==> config.mk <==
export PLATFORM = sky130hd
export DESIGN_NAME = clk_ce_sequencer
export DESIGN_NICKNAME = d
export VERILOG_FILES = /design/src/rtl/clk_seq_pkg.sv /design/src/rtl/refclk_activity_mon.sv /design/src/rtl/clk_ce_sequencer.sv
export SDC_FILE = /design/constraint.sdc
export NUM_CORES = 1
export LEC_CHECK = 0
export ABC_AREA = 1
export BUFFER_PORTS_ARGS = -buffer_cell sky130_fd_sc_hd__buf_2
export CAP_MARGIN = 20
export CORE_ASPECT_RATIO = 0.6
export CORE_UTILIZATION = 60
export CTS_CLUSTER_DIAMETER = 150
export DETAILED_ROUTE_END_ITERATION = 8
export PLACE_DENSITY = 0.88
export SLEW_MARGIN = 20
export SYNTH_ARGS = -nofsm -noshare
export SYNTH_HDL_FRONTEND = slang
export SYNTH_SLANG_ARGS = --single-unit
==> constraint.sdc <==
create_clock -name sys_clk -period 2.2 [get_ports sys_clk]
set_input_delay 0.11 -clock sys_clk [delete_from_list [all_inputs] [get_ports sys_clk]]
set_output_delay 0.11 -clock sys_clk [all_outputs]
set_load 0.1 [all_outputs]
==> src/rtl/clk_seq_pkg.sv <==
// Shared types and helpers for the clock-enable sequencer.
// Holds the sequencer state encoding and the counter sizing function.
package clk_seq_pkg;

    typedef enum logic [2:0] {
        ST_RESET,
        ST_STARTUP,
        ST_IDLE,
        ST_ENABLE,
        ST_FAULT
    } seq_state_t;

    // Smallest width (at least 1) that can hold the value max_val.
    function automatic int cnt_width(input int max_val);
        int w;
        w = 1;
        while ((1 << w) <= max_val) begin
            w = w + 1;
        end
        return w;
    endfunction

endpackage

==> src/rtl/refclk_activity_mon.sv <==
// Reference clock activity monitor: synchronises the divided refclk,
// counts its rising edges per window and reports whether enough arrived.
module refclk_activity_mon #(
    parameter int WIN_CYCLES = 1024,
    parameter int MIN_EDGES  = 4
) (
    input  logic clk,
    input  logic rst,
    input  logic refclk_div_in,
    output logic refclk_ok
);
    import clk_seq_pkg::*;

    localparam int EW = cnt_width(MIN_EDGES);
    localparam int WW = cnt_width(WIN_CYCLES);
    localparam logic [EW-1:0] EDGE_MAX = EW'(MIN_EDGES);
    localparam logic [WW-1:0] WIN_LAST = WW'(WIN_CYCLES - 1);

    // Bits [1:0] form the two-flop synchroniser; bit 2 is the edge-detect history.
    logic [2:0]    sync_q;
    logic          rise;
    logic [EW-1:0] edge_cnt;
    logic [WW-1:0] win_cnt;

    assign rise = sync_q[1] & ~sync_q[2];

    always_ff @(posedge clk or posedge rst) begin
        if (rst) begin
            sync_q    <= '0;
            edge_cnt  <= '0;
            win_cnt   <= '0;
            refclk_ok <= 1'b0;
        end else begin
            sync_q <= {sync_q[1:0], refclk_div_in};
            if (win_cnt == WIN_LAST) begin
                win_cnt   <= '0;
                edge_cnt  <= '0;
                refclk_ok <= (edge_cnt >= EDGE_MAX);
            end else begin
                win_cnt <= win_cnt + WW'(1);
                if (rise && (edge_cnt != EDGE_MAX)) begin
                    edge_cnt <= edge_cnt + EW'(1);
                end
            end
        end
    end

endmodule

==> src/rtl/clk_ce_sequencer.sv <==
// Staggered clock-enable sequencer: brings up per-channel BUFHCE enables one at a
// time once the reference clock is proven active, with a reset hold per channel.
module clk_ce_sequencer #(
    parameter int NUM_CH          = 4,
    parameter int STARTUP_CYCLES  = 256,
    parameter int STAGGER_CYCLES  = 16,
    parameter int RST_HOLD_CYCLES = 8,
    parameter int WIN_CYCLES      = 1024,
    parameter int MIN_EDGES       = 4
) (
    input  logic              sys_clk,
    input  logic              sys_rst,
    input  logic              refclk_div_in,
    input  logic [NUM_CH-1:0] ch_req,
    output logic [NUM_CH-1:0] ch_ce,
    output logic [NUM_CH-1:0] ch_rst,
    output logic [NUM_CH-1:0] ch_ack,
    output logic              refclk_ok,
    output logic              seq_busy
);
    import clk_seq_pkg::*;

    localparam int SW  = cnt_width(STARTUP_CYCLES);
    localparam int STW = cnt_width(STAGGER_CYCLES);
    localparam int HW  = cnt_width(RST_HOLD_CYCLES);
    localparam logic [SW-1:0]  STARTUP_LAST = SW'(STARTUP_CYCLES - 1);
    // The IDLE decision cycle completes the interval, so ENABLE lasts one cycle less.
    localparam logic [STW-1:0] STAGGER_LAST = STW'((STAGGER_CYCLES > 1) ? STAGGER_CYCLES - 2 : 0);
    localparam logic [HW-1:0]  HOLD_LAST    = HW'((RST_HOLD_CYCLES > 0) ? RST_HOLD_CYCLES - 1 : 0);

    seq_state_t        state;
    seq_state_t        state_next;
    logic [SW-1:0]     startup_cnt;
    logic [STW-1:0]    stagger_cnt;
    logic [HW-1:0]     hold_cnt [NUM_CH];
    logic [NUM_CH-1:0] pending;
    logic [NUM_CH-1:0] sel;
    logic [NUM_CH-1:0] ce_set;
    logic              kill_all;

    refclk_activity_mon #(
        .WIN_CYCLES(WIN_CYCLES),
        .MIN_EDGES (MIN_EDGES)
    ) u_mon (
        .clk          (sys_clk),
        .rst          (sys_rst),
        .refclk_div_in(refclk_div_in),
        .refclk_ok    (refclk_ok)
    );

    assign pending  = ch_req & ~ch_ce;
    assign sel      = pending & (~pending + NUM_CH'(1));
    assign seq_busy = (state != ST_IDLE);
    assign ch_ack   = ch_ce & ~ch_rst;

    always_comb begin
        state_next = state;
        ce_set     = '0;
        kill_all   = 1'b0;
        case (state)
            ST_RESET: state_next = ST_STARTUP;
            ST_STARTUP: begin
                if (refclk_ok && (startup_cnt == STARTUP_LAST)) begin
                    state_next = ST_IDLE;
                end
            end
            ST_IDLE: begin
                // Fault wins over a simultaneous enable.
                if (!refclk_ok) begin
                    kill_all   = 1'b1;
                    state_next = ST_FAULT;
                end else if (|pending) begin
                    ce_set     = sel;
                    state_next = ST_ENABLE;
                end
            end
            ST_ENABLE: begin
                if (!refclk_ok) begin
                    kill_all   = 1'b1;
                    state_next = ST_FAULT;
                end else if (stagger_cnt == STAGGER_LAST) begin
                    state_next = ST_IDLE;
                end
            end
            ST_FAULT: begin
                if (refclk_ok) begin
                    state_next = ST_STARTUP;
                end
            end
            default: state_next = ST_RESET;
        endcase
    end

    always_ff @(posedge sys_clk or posedge sys_rst) begin
        if (sys_rst) begin
            state       <= ST_RESET;
            startup_cnt <= '0;
            stagger_cnt <= '0;
        end else begin
            state <= state_next;
            if ((state == ST_STARTUP) && refclk_ok) begin
                startup_cnt <= startup_cnt + SW'(1);
            end else begin
                startup_cnt <= '0;
            end
            if (state == ST_ENABLE) begin
                stagger_cnt <= stagger_cnt + STW'(1);
            end else begin
                stagger_cnt <= '0;
            end
        end
    end

    // Per-channel CE and reset hold; a dropped request aborts any hold in progress.
    always_ff @(posedge sys_clk or posedge sys_rst) begin
        if (sys_rst) begin
            ch_ce  <= '0;
            ch_rst <= '1;
            for (int i = 0; i < NUM_CH; i++) begin
                hold_cnt[i] <= '0;
            end
        end else begin
            for (int i = 0; i < NUM_CH; i++) begin
                if (kill_all || !ch_req[i]) begin
                    ch_ce[i]    <= 1'b0;
                    ch_rst[i]   <= 1'b1;
                    hold_cnt[i] <= '0;
                end else if (ce_set[i]) begin
                    ch_ce[i]    <= 1'b1;
                    ch_rst[i]   <= (RST_HOLD_CYCLES != 0);
                    hold_cnt[i] <= '0;
                end else if (ch_ce[i] && ch_rst[i]) begin
                    if (hold_cnt[i] == HOLD_LAST) begin
                        ch_rst[i] <= 1'b0;
                    end else begin
                        hold_cnt[i] <= hold_cnt[i] + HW'(1);
                    end
                end
            end
        end
    end

endmodule

Yosys cells after proc, flatten, opt, wreduce, memory -nomap -nowiden

Cells that the tools add are included.

Register bits: 59
Logic and storage cells: 155
Bits of input ports: 7
Output and inout port bits: 14

Mux-type cells: 57
Bitwise logic cells: 8
$lt $le $gt $ge: 1
Add/subtract/negate cells: 9
Reduce and logical (&&, ||, !) cells: 40
Equality and inequality tests: 21

Operator list:

| operator                                                          | count |
|---|---|
| 4-bit 2-to-1 mux                                                  | 19 |
| 1-bit 2-to-1 mux                                                  | 26 |
| 3-bit 2-to-1 mux                                                  | 8 |
| 3-bit nonzero test                                                | 8 |
| 3-bit inequality test, second input constant                      | 7 |
| 4-bit by 1-bit adder with 4-bit output, second input constant     | 5 |
| 4-bit by 3-bit == test with 1-bit output, second input constant   | 4 |
| 2-bit AND reduction                                               | 8 |
| 3-bit case mux with 5 select lines                                | 1 |
| 4-bit AND                                                         | 3 |
| 4-bit inverter                                                    | 3 |
| 11-bit by 1-bit adder with 11-bit output, second input constant   | 1 |
| 11-bit by 10-bit == test with 1-bit output, second input constant | 1 |
| 11-bit 2-to-1 mux                                                 | 1 |
| 2-bit nonzero test                                                | 5 |
| 9-bit by 1-bit adder with 9-bit output, second input constant     | 1 |
| 9-bit by 8-bit == test with 1-bit output, second input constant   | 1 |
| 9-bit 2-to-1 mux                                                  | 1 |
| 1-bit logical AND                                                 | 7 |
| 3-bit by 2-bit == test with 1-bit output, second input constant   | 2 |
| 5-bit by 1-bit adder with 5-bit output, second input constant     | 1 |
| 5-bit by 4-bit == test with 1-bit output, second input constant   | 1 |
| 5-bit 2-to-1 mux                                                  | 1 |
| 1-bit logical NOT                                                 | 4 |
| 14 further kinds                                                  | 17 |

Depth between registers and ports, before layout

Depth in word-level cells: 10
Mapped depth: 15
Mapped depth without buffers: 15

Modules after synthesis

From an unflattened synthesis, not the netlist that was laid out.

Cell total of the unflattened synthesis: 341
Area, all modules: 3075.4 um^2

By module, submodules not included:

| module              | sequential area each (um^2) | area an instance (um^2) | cells each | times used |
|---|---|---|---|---|
| clk_ce_sequencer    | 1031.0                      | 2229.6                  | 249        | 1 |
| refclk_activity_mon | 450.4                       | 845.8                   | 92         | 1 |

Worst setup path before layout

OpenSTA, ideal clock, no wires.

Path type: register to output
From: reg ch_ce[2]
To: out ch_ack[2]
Path slack: -0.330 ns
Buffers on the path: 0
Data arrival time: 2.420 ns
Stages on the path, launching flop included: 3
Cell sequence: dfrtp_1 > inv_1 > nor2_1

Cells in the longest elaborated chain, start to end: 1

Ends and longest elaborated chain:

| element                           | line                    | RTL |
|---|---|---|
| from (decl)                       | clk_ce_sequencer.sv:15  | `output logic [NUM_CH-1:0] ch_ce,` |
| from (signal assigned)            | clk_ce_sequencer.sv:117 | `ch_ce <= '0;` |
| from (signal, indexed assignment) | clk_ce_sequencer.sv:125 | `ch_ce[i] <= 1'b0;` |
| from (signal, indexed assignment) | clk_ce_sequencer.sv:129 | `ch_ce[i] <= 1'b1;` |
| 4-bit AND                         | clk_ce_sequencer.sv:54  | `assign ch_ack = ch_ce & ~ch_rst;` |
| to (decl)                         | clk_ce_sequencer.sv:17  | `output logic [NUM_CH-1:0] ch_ack,` |

Every way passes these cells.

Worst setup path in the final report

From: reg startup_cnt[0]
To: reg state[1]

Cells in the longest elaborated chain, start to end: 4

Ends and longest elaborated chain:

| element                                  | line                    | RTL |
|---|---|---|
| from (decl)                              | clk_ce_sequencer.sv:33  | `logic [SW-1:0] startup_cnt;` |
| from (signal assigned)                   | clk_ce_sequencer.sv:102 | `startup_cnt <= startup_cnt + SW'(1);` |
| 9-bit by 8-bit == test with 1-bit output | clk_ce_sequencer.sv:63  | `if (refclk_ok && (startup_cnt == STARTUP_LAST)) begin` |
| 1-bit logical AND                        | clk_ce_sequencer.sv:63  |  |
| 2-bit inequality test (no line)          | n/a                     |  |
| 4-bit AND reduction (no line)            | n/a                     |  |
| to (signal assigned)                     | clk_ce_sequencer.sv:100 | `state <= state_next;` |
| to (decl)                                | clk_ce_sequencer.sv:31  | `seq_state_t state;` |

Every way passes these cells.
A chain may end at the register's enable or synchronous reset.

==> insert_results.sql <==
INSERT INTO impl_metrics (metric_group, metric, value, unit) VALUES
('status', 'result_of_the_run', 'finished, final reports clean', ''),
('critical_path', 'cell_depth_of_the_worst_setup_path', '15', ''),
('logic_synthesis', 'ys.warnings.count', '0', ''),
('timing', 'setup_tns', '0', 'ps'),
('critical_path', 'worst_setup_path_end_kind', 'flip-flop', ''),
('placed_design', 'place.detailed.hpwl', '4160', 'microns'),
('clock_network', 'clock_insertion_delay_worst_skew', '340', 'ps'),
('logic_synthesis', 'synth_fp_nets', '359', ''),
('logic_synthesis', 'synth.avg_cell_area', '8.80', 'sq um'),
('layout', 'final_core_util', '72.6', '%'),
('floorplanning', 'die_y', '56.8', 'microns'),
('clock_network', 'numCtsBuffers', '9', ''),
('timing', 'unrepaired_setup_endpoints_after_global_routing', 'no', ''),
('clock_network', 'h_tree_levels', '3', ''),
('route', 'postRouteAntennaNets', '0', ''),
('global_routing', 'grt_max_degree', '60', ''),
('critical_path', 'crit_end', 'state[1]$_DFFE_PP0P_', ''),
('critical_path', 'critical_path.reg2reg.startpoint', 'startup_cnt[0]$_DFF_PP0_', ''),
('floorplanning', 'die-area', '5300', 'sq um'),
('logic_synthesis', 'postSynth.asyncResetShare', '100', '%'),
('placed_design', 'place.gp.congestion', '0.846', ''),
('layout', 'final_layout_size_suffix_gt1_share', '20.3', '%'),
('clock_network', 'root_cell_of_the_clock_tree', 'sky130_fd_sc_hd__clkbuf_8', ''),
('logic_synthesis', 'yosys-top-cells-area', 'sky130_fd_sc_hd__dfrtp_1 46%, sky130_fd_sc_hd__nand2_1 7.0%, sky130_fd_sc_hd__nor2_1 6.4%, sky130_fd_sc_hd__inv_1 5.4%, sky130_fd_sc_hd__nand3_1 4.8%', ''),
('power_and_ir_drop', 'ir_worst_vdd', '514', 'uV'),
('logic_synthesis', 'synth.ff_latch_count', '59', ''),
('route', 'routed_via_density', '5.28', ''),
('critical_path', 'ff2ff_path_depth', '15', ''),
('clock_network', 'cts_buffer_depth', '2', ''),
('critical_path', 'crit_family', 'simple AND/OR/NAND/NOR gates', ''),
('global_routing', 'first_global_vias', '2294', ''),
('critical_path', 'critPathArrivalTime', '2120', 'ps'),
('critical_path', 'crit_required', '2440', 'ps'),
('timing', 'setup_viol_count_final', '0', ''),
('timing', 'hold_viol_final', '0', ''),
('floorplanning', 'die_w', '93.3', 'microns'),
('route', 'wl_per_cell', '13.0', 'microns'),
('critical_path', 'crit_slowest_cell', 'sky130_fd_sc_hd__dfrtp_1', ''),
('logic_synthesis', 'number_of_synthesized_flops_with_an_enable_pin', '0', ''),
('route', 'route.vias.total', '2333', ''),
('clock_network', 'cts_num_sinks', '59', ''),
('logic_synthesis', 'synthDominantCellAreaShare', '45.9', '%'),
('worst_hold_path', 'min_path_type', 'primary input to flip-flop', ''),
('power_and_ir_drop', 'p_per_area', '648', 'nW/um^2'),
('critical_path', 'critical_path_class', 'flip-flop to flip-flop', ''),
('critical_path', 'critPathLaunch', 'startup_cnt[0]$_DFF_PP0_', ''),
('global_routing', 'antenna_found_initial', '0', ''),
('clock_network', 'tritoncts', 'done', ''),
('layout', 'insertedDiodeCount', '0', ''),
('timing', 'finalClockSkew', '6.49', 'ps'),
('logic_synthesis', 'yosys_most_used_dff', 'sky130_fd_sc_hd__dfrtp_1', ''),
('power_and_ir_drop', 'cellLeakagePower', '1.63', 'nW'),
('global_routing', 'global_route_wire_length_before_repair', '10100', 'microns'),
('critical_path', 'critical_path.startpoint_type', 'flip-flop', ''),
('flow_run', 'maxCapViolCount', '0', ''),
('timing', 'final_min_period_over_clock_period', '85.5', '%'),
('timing', 'final.setup.worst_slack', '318', 'ps'),
('timing', 'maxSlewViolCount', '0', ''),
('timing', 'max-slew-margin-rel', '52.4', '%'),
('placed_design', 'dpl.cell_count', '424', ''),
('floorplanning', 'rows', '19', ''),
('layout', 'finalNetCount', '392', ''),
('placed_design', 'dpl_ws', '306', 'ps'),
('critical_path', 'worstPathBufferInverterCount', '2', ''),
('layout', 'finish.cell_count_without_fillers', '442', ''),
('layout', 'layout_commonest_cell', 'sky130_fd_sc_hd__nand2_1', ''),
('timing', 'max_clock_freq', '0.531', 'GHz'),
('route', 'drcViolationCount', '0', ''),
('floorplanning', 'design.portCount', '21', ''),
('timing', 'final.hold.worst_slack', '66.0', 'ps'),
('layout', 'multi_input_comb_area', '1320', 'sq um');
[cells in the mapped netlist, types with 2 or more instances]
master                      n
sky130_fd_sc_hd__nand2_1   56
sky130_fd_sc_hd__dfrtp_1   55
sky130_fd_sc_hd__nor2_1    51
sky130_fd_sc_hd__inv_1     43
sky130_fd_sc_hd__nand3_1   29
sky130_fd_sc_hd__xor2_1    15
sky130_fd_sc_hd__a21oi_1   12
sky130_fd_sc_hd__ha_1      11
sky130_fd_sc_hd__o21ai_0    8
sky130_fd_sc_hd__nor3_1     7
sky130_fd_sc_hd__nand2_2    6
sky130_fd_sc_hd__inv_2      5
sky130_fd_sc_hd__nand4_1    5
sky130_fd_sc_hd__dfstp_2    4
sky130_fd_sc_hd__nand3_2    4
sky130_fd_sc_hd__a21oi_2    3
sky130_fd_sc_hd__nand3b_1   3
sky130_fd_sc_hd__nor2_2     3
sky130_fd_sc_hd__clkinv_2   2
sky130_fd_sc_hd__nand3_4    2
sky130_fd_sc_hd__nand4_4    2
sky130_fd_sc_hd__o21ai_1    2
[registers in the layout, summed over array words and instances (netlist names)]
| register | cells |
|---|---|
| ch_ce | 4 |
| startup_cnt | 9 |
| u_mon.win_cnt | 11 |
| u_mon.refclk_ok | 1 |
| hold_cnt | 16 |
| stagger_cnt | 5 |
| ch_rst | 4 |
| u_mon.edge_cnt | 3 |
| u_mon.sync_q | 3 |
| state | 3 |
[worst register-to-register path, cell delays in order, from the launching register on]
cell	delay (ps)
sky130_fd_sc_hd__dfrtp_1	370
sky130_fd_sc_hd__ha_1	170
sky130_fd_sc_hd__nand2_1	50
sky130_fd_sc_hd__inv_1	60
sky130_fd_sc_hd__nand2_1	80
sky130_fd_sc_hd__nor2_1	130
sky130_fd_sc_hd__nand3_1	100
sky130_fd_sc_hd__nor2_1	100
sky130_fd_sc_hd__ha_1	150
sky130_fd_sc_hd__nand2_1	50
sky130_fd_sc_hd__inv_1	70
sky130_fd_sc_hd__nor2_1	50
sky130_fd_sc_hd__nor2_2	170
sky130_fd_sc_hd__nand3_1	110
sky130_fd_sc_hd__nand2_1	70
sky130_fd_sc_hd__nand2_1	50
[worst min path at each step]
stage,end,startpoint,depth (start not counted),slack (ps)
after floorplan,u_mon.sync_q[0]$_DFF_PP0_,refclk_div_in,0,140
after global placement,u_mon.sync_q[0]$_DFF_PP0_,refclk_div_in,1,220
after detailed placement,u_mon.sync_q[0]$_DFF_PP0_,refclk_div_in,1,220
after CTS,ch_ce[2]$_DFFE_PP0N_,ch_req[2],3,50
after global routing,ch_ce[0]$_DFFE_PP0N_,ch_req[0],3,60
final,ch_ce[2]$_DFFE_PP0N_,ch_req[2],3,70
[layout make-up]
cell class | instances | share of cell area, %
flip-flops and latches | 59 | 43.5
multi-input cells | 229 | 38.9
inverters | 52 | 5.88
clock buffers | 15 | 5.48
repair buffers | 23 | 3.75
well taps | 63 | 2.32
clock inverters | 1 | 0.147
[per-stage QoR]
stage / power [W] / cell area (sq um)
after global placement: 0.00128 / 3190
after detailed placement: 0.00129 / 3190
after CTS: 0.00223 / 3400
after global routing: 0.00229 / 3400
final: 0.00220 / 3400
after floorplan: 0.00125 / 3010
[report_power, final]
part	switching (W)	total, W	internal, W
Sequential	0.0000253	0.00114	0.00112
Clock	0.000407	0.000938	0.000531
Combinational	0.0000804	0.000125	0.0000449
Total	0.000512	0.00220	0.00169
[metal layers]
layer  global-route usage (%)  vias up  part of all wire (%)
li1                         -     1157                     -
met1                     33.7     1109                    47
met2                     38.8       58                    46
met3                     9.62        9                   5.4
met4                     10.3        0                   1.3
met5                        0        -                     0
[kinds of logic (layout without fill, tap and decap cells)]
logic type	Yosys count	in the layout	synth area share (%)
buffers and inverters	53	91	6.92
DFF	59	59	49.4
AOI/OAI and AO/OA	28	28	5.21
and+or+nand+nor	175	175	29.6
adders and majority gates	11	11	4.59
xor gates and xnor gates	15	15	4.38
[timing repair]
item,in CTS,in global routing
hold buffers,2,0
hold endpoints to repair,56,0
setup buffers,0,0
gates resized for setup,0,0
(Power assumes the default switching activity.)
